$ cat config.mk
export PLATFORM = sky130hd
export DESIGN_NAME = fma_write_buffer
export DESIGN_NICKNAME = d
export VERILOG_FILES = /design/src/rtl/gpu_pkg.sv /design/src/rtl/fma_write_buffer.sv
export SDC_FILE = /design/constraint.sdc
export NUM_CORES = 1
export LEC_CHECK = 0
export CORE_MARGIN = 2
export CORE_UTILIZATION = 40
export DETAILED_ROUTE_END_ITERATION = 10
export GPL_TIMING_DRIVEN = 0
export PLACE_DENSITY = 0.68
export SYNTH_ARGS = -nofsm -noshare
export SYNTH_HDL_FRONTEND = slang
export SYNTH_SLANG_ARGS = --single-unit
$ cat constraint.sdc
create_clock -name clk_in -period 2.15 [get_ports clk_in]
set_input_delay 0.43 -clock clk_in [delete_from_list [all_inputs] [get_ports clk_in]]
set_output_delay 0.43 -clock clk_in [all_outputs]
set_load 0.005 [all_outputs]
$ cat src/rtl/gpu_pkg.sv
// Shared GPU datapath defaults and the write-buffer line state, also used by the memory side.
package gpu_pkg;

    localparam int unsigned DEFAULT_FMA_COUNT  = 2;
    localparam int unsigned DEFAULT_WORD_WIDTH = 16;
    localparam int unsigned DEFAULT_LINE_WIDTH = DEFAULT_FMA_COUNT * 3 * DEFAULT_WORD_WIDTH;
    localparam int unsigned SLOTS_PER_LINE     = 3;

    typedef enum logic {
        FILL = 1'b0,
        FULL = 1'b1
    } wb_state_t;

endpackage

$ cat src/rtl/fma_write_buffer.sv
// Packs three lockstep FMA result groups into one memory line, with flush,
// a one-deep pending register while the line awaits ack, and a sticky overflow flag.
module fma_write_buffer
    import gpu_pkg::*;
#(
    parameter int unsigned FMA_COUNT  = DEFAULT_FMA_COUNT,
    parameter int unsigned WORD_WIDTH = DEFAULT_WORD_WIDTH,
    parameter int unsigned LINE_WIDTH = DEFAULT_LINE_WIDTH
) (
    input  logic                            clk_in,
    input  logic                            rst_in,
    input  logic [FMA_COUNT*WORD_WIDTH-1:0] fma_c_in,
    input  logic                            fma_valid_in,
    input  logic                            flush_in,
    input  logic                            read_ack_in,
    output logic [LINE_WIDTH-1:0]           write_buffer_read_out,
    output logic                            write_buffer_valid_out,
    output logic                            ready_out,
    output logic                            overflow_out
);

    localparam int unsigned SLOT_WIDTH = FMA_COUNT * WORD_WIDTH;

    wb_state_t                                   state_q, state_d;
    logic [1:0]                                  count_q, count_d;
    logic [SLOTS_PER_LINE-1:0][SLOT_WIDTH-1:0]   slots_q, slots_d;
    logic [SLOT_WIDTH-1:0]                       pend_q, pend_d;
    logic                                        pend_v_q, pend_v_d;
    logic                                        ovf_q, ovf_d;

    always_ff @(posedge clk_in) begin
        if (rst_in) begin
            state_q  <= FILL;
            count_q  <= '0;
            slots_q  <= '0;
            pend_q   <= '0;
            pend_v_q <= 1'b0;
            ovf_q    <= 1'b0;
        end else begin
            state_q  <= state_d;
            count_q  <= count_d;
            slots_q  <= slots_d;
            pend_q   <= pend_d;
            pend_v_q <= pend_v_d;
            ovf_q    <= ovf_d;
        end
    end

    always_comb begin
        state_d  = state_q;
        count_d  = count_q;
        slots_d  = slots_q;
        pend_d   = pend_q;
        pend_v_d = pend_v_q;
        ovf_d    = ovf_q;
        case (state_q)
            FILL: begin
                if (fma_valid_in) begin
                    slots_d[count_q] = fma_c_in;
                    if (count_q == 2'd2) begin
                        count_d = '0;
                        state_d = FULL;
                    end else begin
                        count_d = count_q + 2'd1;
                    end
                end
                // A same-cycle result counts as written before the flush is judged.
                if (flush_in && state_d == FILL && (count_q != '0 || fma_valid_in)) begin
                    count_d = '0;
                    state_d = FULL;
                end
            end
            FULL: begin
                if (read_ack_in) begin
                    slots_d  = '0;
                    pend_d   = '0;
                    pend_v_d = 1'b0;
                    state_d  = FILL;
                    if (pend_v_q) begin
                        slots_d[0] = pend_q;
                        if (fma_valid_in) begin
                            slots_d[1] = fma_c_in;
                            count_d    = 2'd2;
                        end else begin
                            count_d = 2'd1;
                        end
                    end else if (fma_valid_in) begin
                        slots_d[0] = fma_c_in;
                        count_d    = 2'd1;
                    end else begin
                        count_d = '0;
                    end
                end else if (fma_valid_in) begin
                    if (!pend_v_q) begin
                        pend_d   = fma_c_in;
                        pend_v_d = 1'b1;
                    end else begin
                        ovf_d = 1'b1;
                    end
                end
            end
            default: state_d = FILL;
        endcase
    end

    assign write_buffer_read_out  = LINE_WIDTH'(slots_q);
    assign write_buffer_valid_out = (state_q == FULL);
    assign ready_out              = !((state_q == FULL) && pend_v_q);
    assign overflow_out           = ovf_q;

endmodule
======== After elaboration in Yosys (flattened, before gate mapping) ========
Index checks and enable logic that the tools add are counted.
operators by class
  add/subtract/negate cells ............... 1
  reductions and logical operators ........ 13
  eq/ne operators ......................... 5
  muxes and demuxes ....................... 28
  $lt $le $gt $ge ......................... 2
  bitwise operators ....................... 3
operator list
  kind                                                                                  number
  32-bit two-way mux                                                                    7
  96-bit two-way mux                                                                    2
  96-bit one-hot mux with 2 select lines                                                1
  96-bit bitwise mux                                                                    1
  32-bit demux with 2-bit select                                                        1
  2-bit two-way mux                                                                     6
  1-bit two-way mux                                                                     8
  2-bit != test (second input constant)                                                 3
  2-bit AND reduction                                                                   3
  1-bit logical AND                                                                     4
  2-bit one-hot mux with 2 select lines                                                 1
  4-bit AND reduction                                                                   1
  2-bit nonzero test                                                                    2
  2-bit by 3-bit less-than comparator with 1-bit output (second input constant)         1
  3-bit != test (second input constant)                                                 1
  1-bit NOT                                                                             3
  3-bit AND reduction                                                                   1
  2-bit by 1-bit adder with 2-bit output (second input constant)                        1
  2-bit == test (second input constant)                                                 1
  2-bit by 1-bit greater-or-equal comparator with 1-bit output (second input constant)  1
  1-bit one-hot mux with 2 select lines                                                 1
  1-bit logical NOT                                                                     1
  1-bit logical OR                                                                      1
storage, ports and cells
  logic and storage cells ................. 60
  input port bits ......................... 37
  output and inout bits ................... 99
  register bits after elaboration ......... 133

======== Depth between registers and ports, before layout ========
  depth after elaboration ................. 9
  mapped depth ............................ 7
  mapped depth without buffers ............ 5

======== Worst setup path before layout ========
OpenSTA, ideal clock, no wires.
  path kind ............................... input to register
  start ................................... input fma_valid_in
  end ..................................... register slots_q (netlist bit write_buffer_read_out[5])
  data arrival time ....................... 1.356 ns
  stages .................................. 6
  path buffers ............................ 2
  required time ........................... 2.018 ns
  library setup time ...................... 0.132 ns
  slack ................................... 0.662 ns
  path through ............................ buf_6 and2b_1 buf_2 a22o_1 a221oi_1 nor3_1
on the way
  longest elaborated chain between the ends .. 4
  elaborated cells between the ends (all ways) .. 6
  those cells by class .................... 1 x eq/ne; 4 x mux; 1 x reduce/logical
RTL lines
  item                                    line                    text
  start: declaration                      fma_write_buffer.sv:13  input logic fma_valid_in,
  32-bit two-way mux                      fma_write_buffer.sv:87  end else if (fma_valid_in) begin
  32-bit two-way mux                      fma_write_buffer.sv:79  if (pend_v_q) begin
  96-bit two-way mux                      fma_write_buffer.sv:74  if (read_ack_in) begin
  96-bit one-hot mux with 2 select lines  fma_write_buffer.sv:56  case (state_q)
  end signal: assignment                  fma_write_buffer.sv:42  slots_q <= slots_d;
  end: declaration                        fma_write_buffer.sv:26  logic [SLOTS_PER_LINE-1:0][SLOT_WIDTH-1:0] slots_q, slots_d;
Parallel ways exist; a longest one is shown, timed or not. The select of a mux whose other input is x is not followed.
A chain may end at the register's enable or synchronous reset.

======== Worst setup path after layout ========
  start ................................... register pend_v_q
  end ..................................... output ready_out
on the way
  longest elaborated chain between the ends .. 2
RTL lines
  item                      line                     text
  start: declaration        fma_write_buffer.sv:28   logic pend_v_q, pend_v_d;
  start signal: assignment  fma_write_buffer.sv:44   pend_v_q <= pend_v_d;
  1-bit logical AND         fma_write_buffer.sv:108  assign ready_out = !((state_q == FULL) && pend_v_q);
  1-bit logical NOT         fma_write_buffer.sv:108
  end: declaration          fma_write_buffer.sv:18   output logic ready_out,
Every way passes these cells.

==> qor.yml <==
critical_path:
  timing.critical_path.required_ns: 1.72
  timing.critical_path.arrival_ns: 1.62
  crit_chain: "buf_6 -> nand2_1 -> clkdlybuf4s50_1"
  worstPathMaxFanout: 19
  critical_path.reg2reg.endpoint: "write_buffer_read_out[66]"
  timing.setup.critical_path_class: "reg -> out"
  cp_slowest_cell: "clkdlybuf4s50_1"
  critical-path-max-stage-delay_ns: 0.46
  setup.reg_to_reg.worst_slack_ns: 0.43
  setup.worst_path.end_class: "primary output"
  critical_path.reg2reg.startpoint: "write_buffer_valid_out"
  timing.critical_path.from_type: "flop"
  worstRegToRegCells: 6
final_layout:
  syn_to_final_growth_pct: 41.3
  num_antenna_cells: 0
  layout.nets: 708
  layout-drive-gt1-share_pct: 10.4
  postLayoutCellArea_sq_um: 7200
global_routing:
  grt_pass1_wl_um: 24500
  grt_pass1_vias: 4753
  track_usage_pct: 23.3
  grt_remaining_overflow: 0
  grt_antenna_before_repair: 0
  pin_count_of_the_biggest_net_entering_global_routing: 20
synth:
  synthCells: 518
  yosysWarnings: 0
  yosys_register_bits: 133
  synth_top_area_cell: "dfxtp_1"
  synth_top_cell_area_share_pct: 52.2
  synth.cell_area_sq_um: 5100
  postSynth.asyncResetShare_pct: 0
  synth_most_common_cell: "dfxtp_1"
  ys_top_cells_by_area: "dfxtp_1, a22o_1, a22oi_1, nor2_1, a221oi_1"
  dominantRegCellSynth: "dfxtp_1"
  synth_edf_count: 0
  synthDistinctLibCells: 34
  synth_area_per_cell_sq_um: 9.84
  net_count_after_synthesis: 556
  yosys-top-cells-count: "dfxtp_1, nor2_1, a22oi_1"
  sequential_cell_area_fraction_in_the_yosys_report_pct: 52.2
routing:
  avgViaCountPerCell: 5.58
  drt_first_pass_iters: 5
  mean_routed_wirelength_per_cell_um: 18.1
  postRouteAntennaNets: 0
  number_of_design_rule_violations_left_by_the_first_detailed_router_iteration: 243
  route.detailed.drc: 0
  drt_wl_total_um: 15400
  route.vias.total: 4755
hold_path:
  hold_path_end: "write_buffer_read_out[43]"
  worstHoldStart: "write_buffer_read_out[43]"
  min-delay-path-class: "reg -> reg"
  whs_path_depth: 1
clock_network:
  sinks_on_the_clock_net: 133
  cts-root-buf: "clkbuf_16"
  clkTransAtPathRegs_ns: 0.05
  cts_max_path_buffers: 2
  cts-buffers-inserted: 17
  post_cts_hold_buffers: 0
  htreeDepth: 4
  post-cts-setup-buffer-count: 0
  clock_tree_from_tritoncts: "yes"
  worst_skew_pair_latency_ns: 0.42
timing:
  timing.max_slew.rel_slack_pct: 62.4
  setup-violations-final: 0
  setup_repair_after_global_routing_missed_its_margin: "false"
  final.setup_skew_ns: 0.00662
  finalHoldViolCount: 0
  final_critical_path_setup_slack_ns: 0.0972
  timing_max_transition_violations_final: 0
  finalCriticalPeriod_ns: 2.05
  worst_hold_slack_ns: 0.472
  min_period_over_period_pct: 95.5
  fmaxAchievable_mhz: 487
  tightest_slew_ns: 0.564
die:
  fp.coreArea_sq_um: 12500
  design.die.area_sq_um: 13700
  design.portCount: 136
  chipHeight_um: 117
  die_x_um: 117
  rows: 41
  initial_core_util_pct: 40.7
power:
  vdd_drop_max_mv: 0.475
  p_leak_nw: 2.71
  power-per-cell-area_nw_per_um2: 956
  total_power_mw: 6.89
placement:
  post-place-ws_ns: -0.0987
  post_detailed_placement_cell_area_sq_um: 6660
  place_hpwl_um: 10700
  weighted_congestion_at_the_end_of_routability_driven_global_placement: 0.828
  io_buffer_count: 135
outcome:
  run_status: "completed"
job:
  max_cap_viol_count: 0
state kept, by name, indices dropped and copies added (netlist names):
signal / cells
count_q: 2
pend_q: 32
write_buffer_valid_out: 1
pend_v_q: 1
overflow_out: 1
write_buffer_read_out: 96
repair_timing:
| action | in CTS | in global routing |
|---|---|---|
| endpoints found under the setup margin | 1 | 1 |
| resized for setup | 1 | 1 |
| gates cloned | 0 | 0 |
final cells by class:
class                           instances  area (sq um)
Timing Repair Buffer                  135          1350
Sequential cell                       133          2660
Clock buffer                           24           492
Inverter                                2          7.51
Buffer                                 52           309
Tap cell                              172           215
Fill cell                            1143          5310
Clock inverter                          5          50.0
Multi-Input combinational cell        329          2120
metal layers:
metal	track usage, %	part of all wire, %	up-vias
met5	0	0	-
li1	-	-	2245
met1	29.9	43	2316
met2	37.3	47	172
met3	6.80	7.4	22
met4	9.10	1.7	0
cell families (layout without fill, tap and decap cells):
| group | count (synthesis) | after routing | share of synthesized area, % |
|---|---|---|---|
| fa+ha+maj | 1 | 1 | 0.245 |
| buf+inv | 56 | 218 | 6.26 |
| simple gates | 150 | 150 | 12.7 |
| flops | 133 | 133 | 52.2 |
| compound gates | 178 | 178 | 28.5 |
metrics by stage:
step / utilization, % / TNS [ns] / std cells
finish: 57.5 / 0 / 852
global route: 57.5 / 0 / 852
CTS: 57.5 / 0 / 852
detailed placement: 53.2 / -4.62 / 825
global placement: 53.2 / -4.09 / 825
floorplan: - / 0 / 518
worst max path at each step:
stage / end / slack (ns) / cells past startpoint / startpoint
global placement: write_buffer_read_out[67] / -0.1 / 7 / fma_valid_in
global route: ready_out / 0.03 / 3 / pend_v_q
detailed placement: write_buffer_read_out[66] / -0.1 / 7 / fma_valid_in
finish: ready_out / 0.1 / 3 / pend_v_q
floorplan: write_buffer_read_out[5] / 0.66 / 6 / fma_valid_in
CTS: ready_out / 0.03 / 3 / pend_v_q
cell usage in the layout, fill, tap and decap left out, drive strengths merged, types with 3 or more instances in the layout:
master         synthesis  layout
a211oi                 3       3
clkdlybuf4s50          0     135
clkinv                 0       4
clkbuf                15      38
nor2                 102     102
dfxtp                133     133
buf                   39      38
a221oi                31      31
nand2                  5       5
a22o                  62      62
a22oi                 64      64
o21ai                  5       5
a21oi                  5       5
nor3                  34      34
report_power, final:
group	total (mW)	leakage, nW	internal, mW	switching (mW)
registers	2.78	1.08	2.67	0.115
clock network	2.68	0.272	1.68	1.00
logic	1.43	1.36	0.693	0.732
total	6.89	2.71	5.04	1.85
worst max-delay path, delay by kind of cell (launching register included):
kind | cells | cell delay, ns
buffers and inverters | 2 | 0.69
flip-flops | 1 | 0.44
AND/OR/NAND/NOR | 1 | 0.07
(Power assumes the default switching activity.)
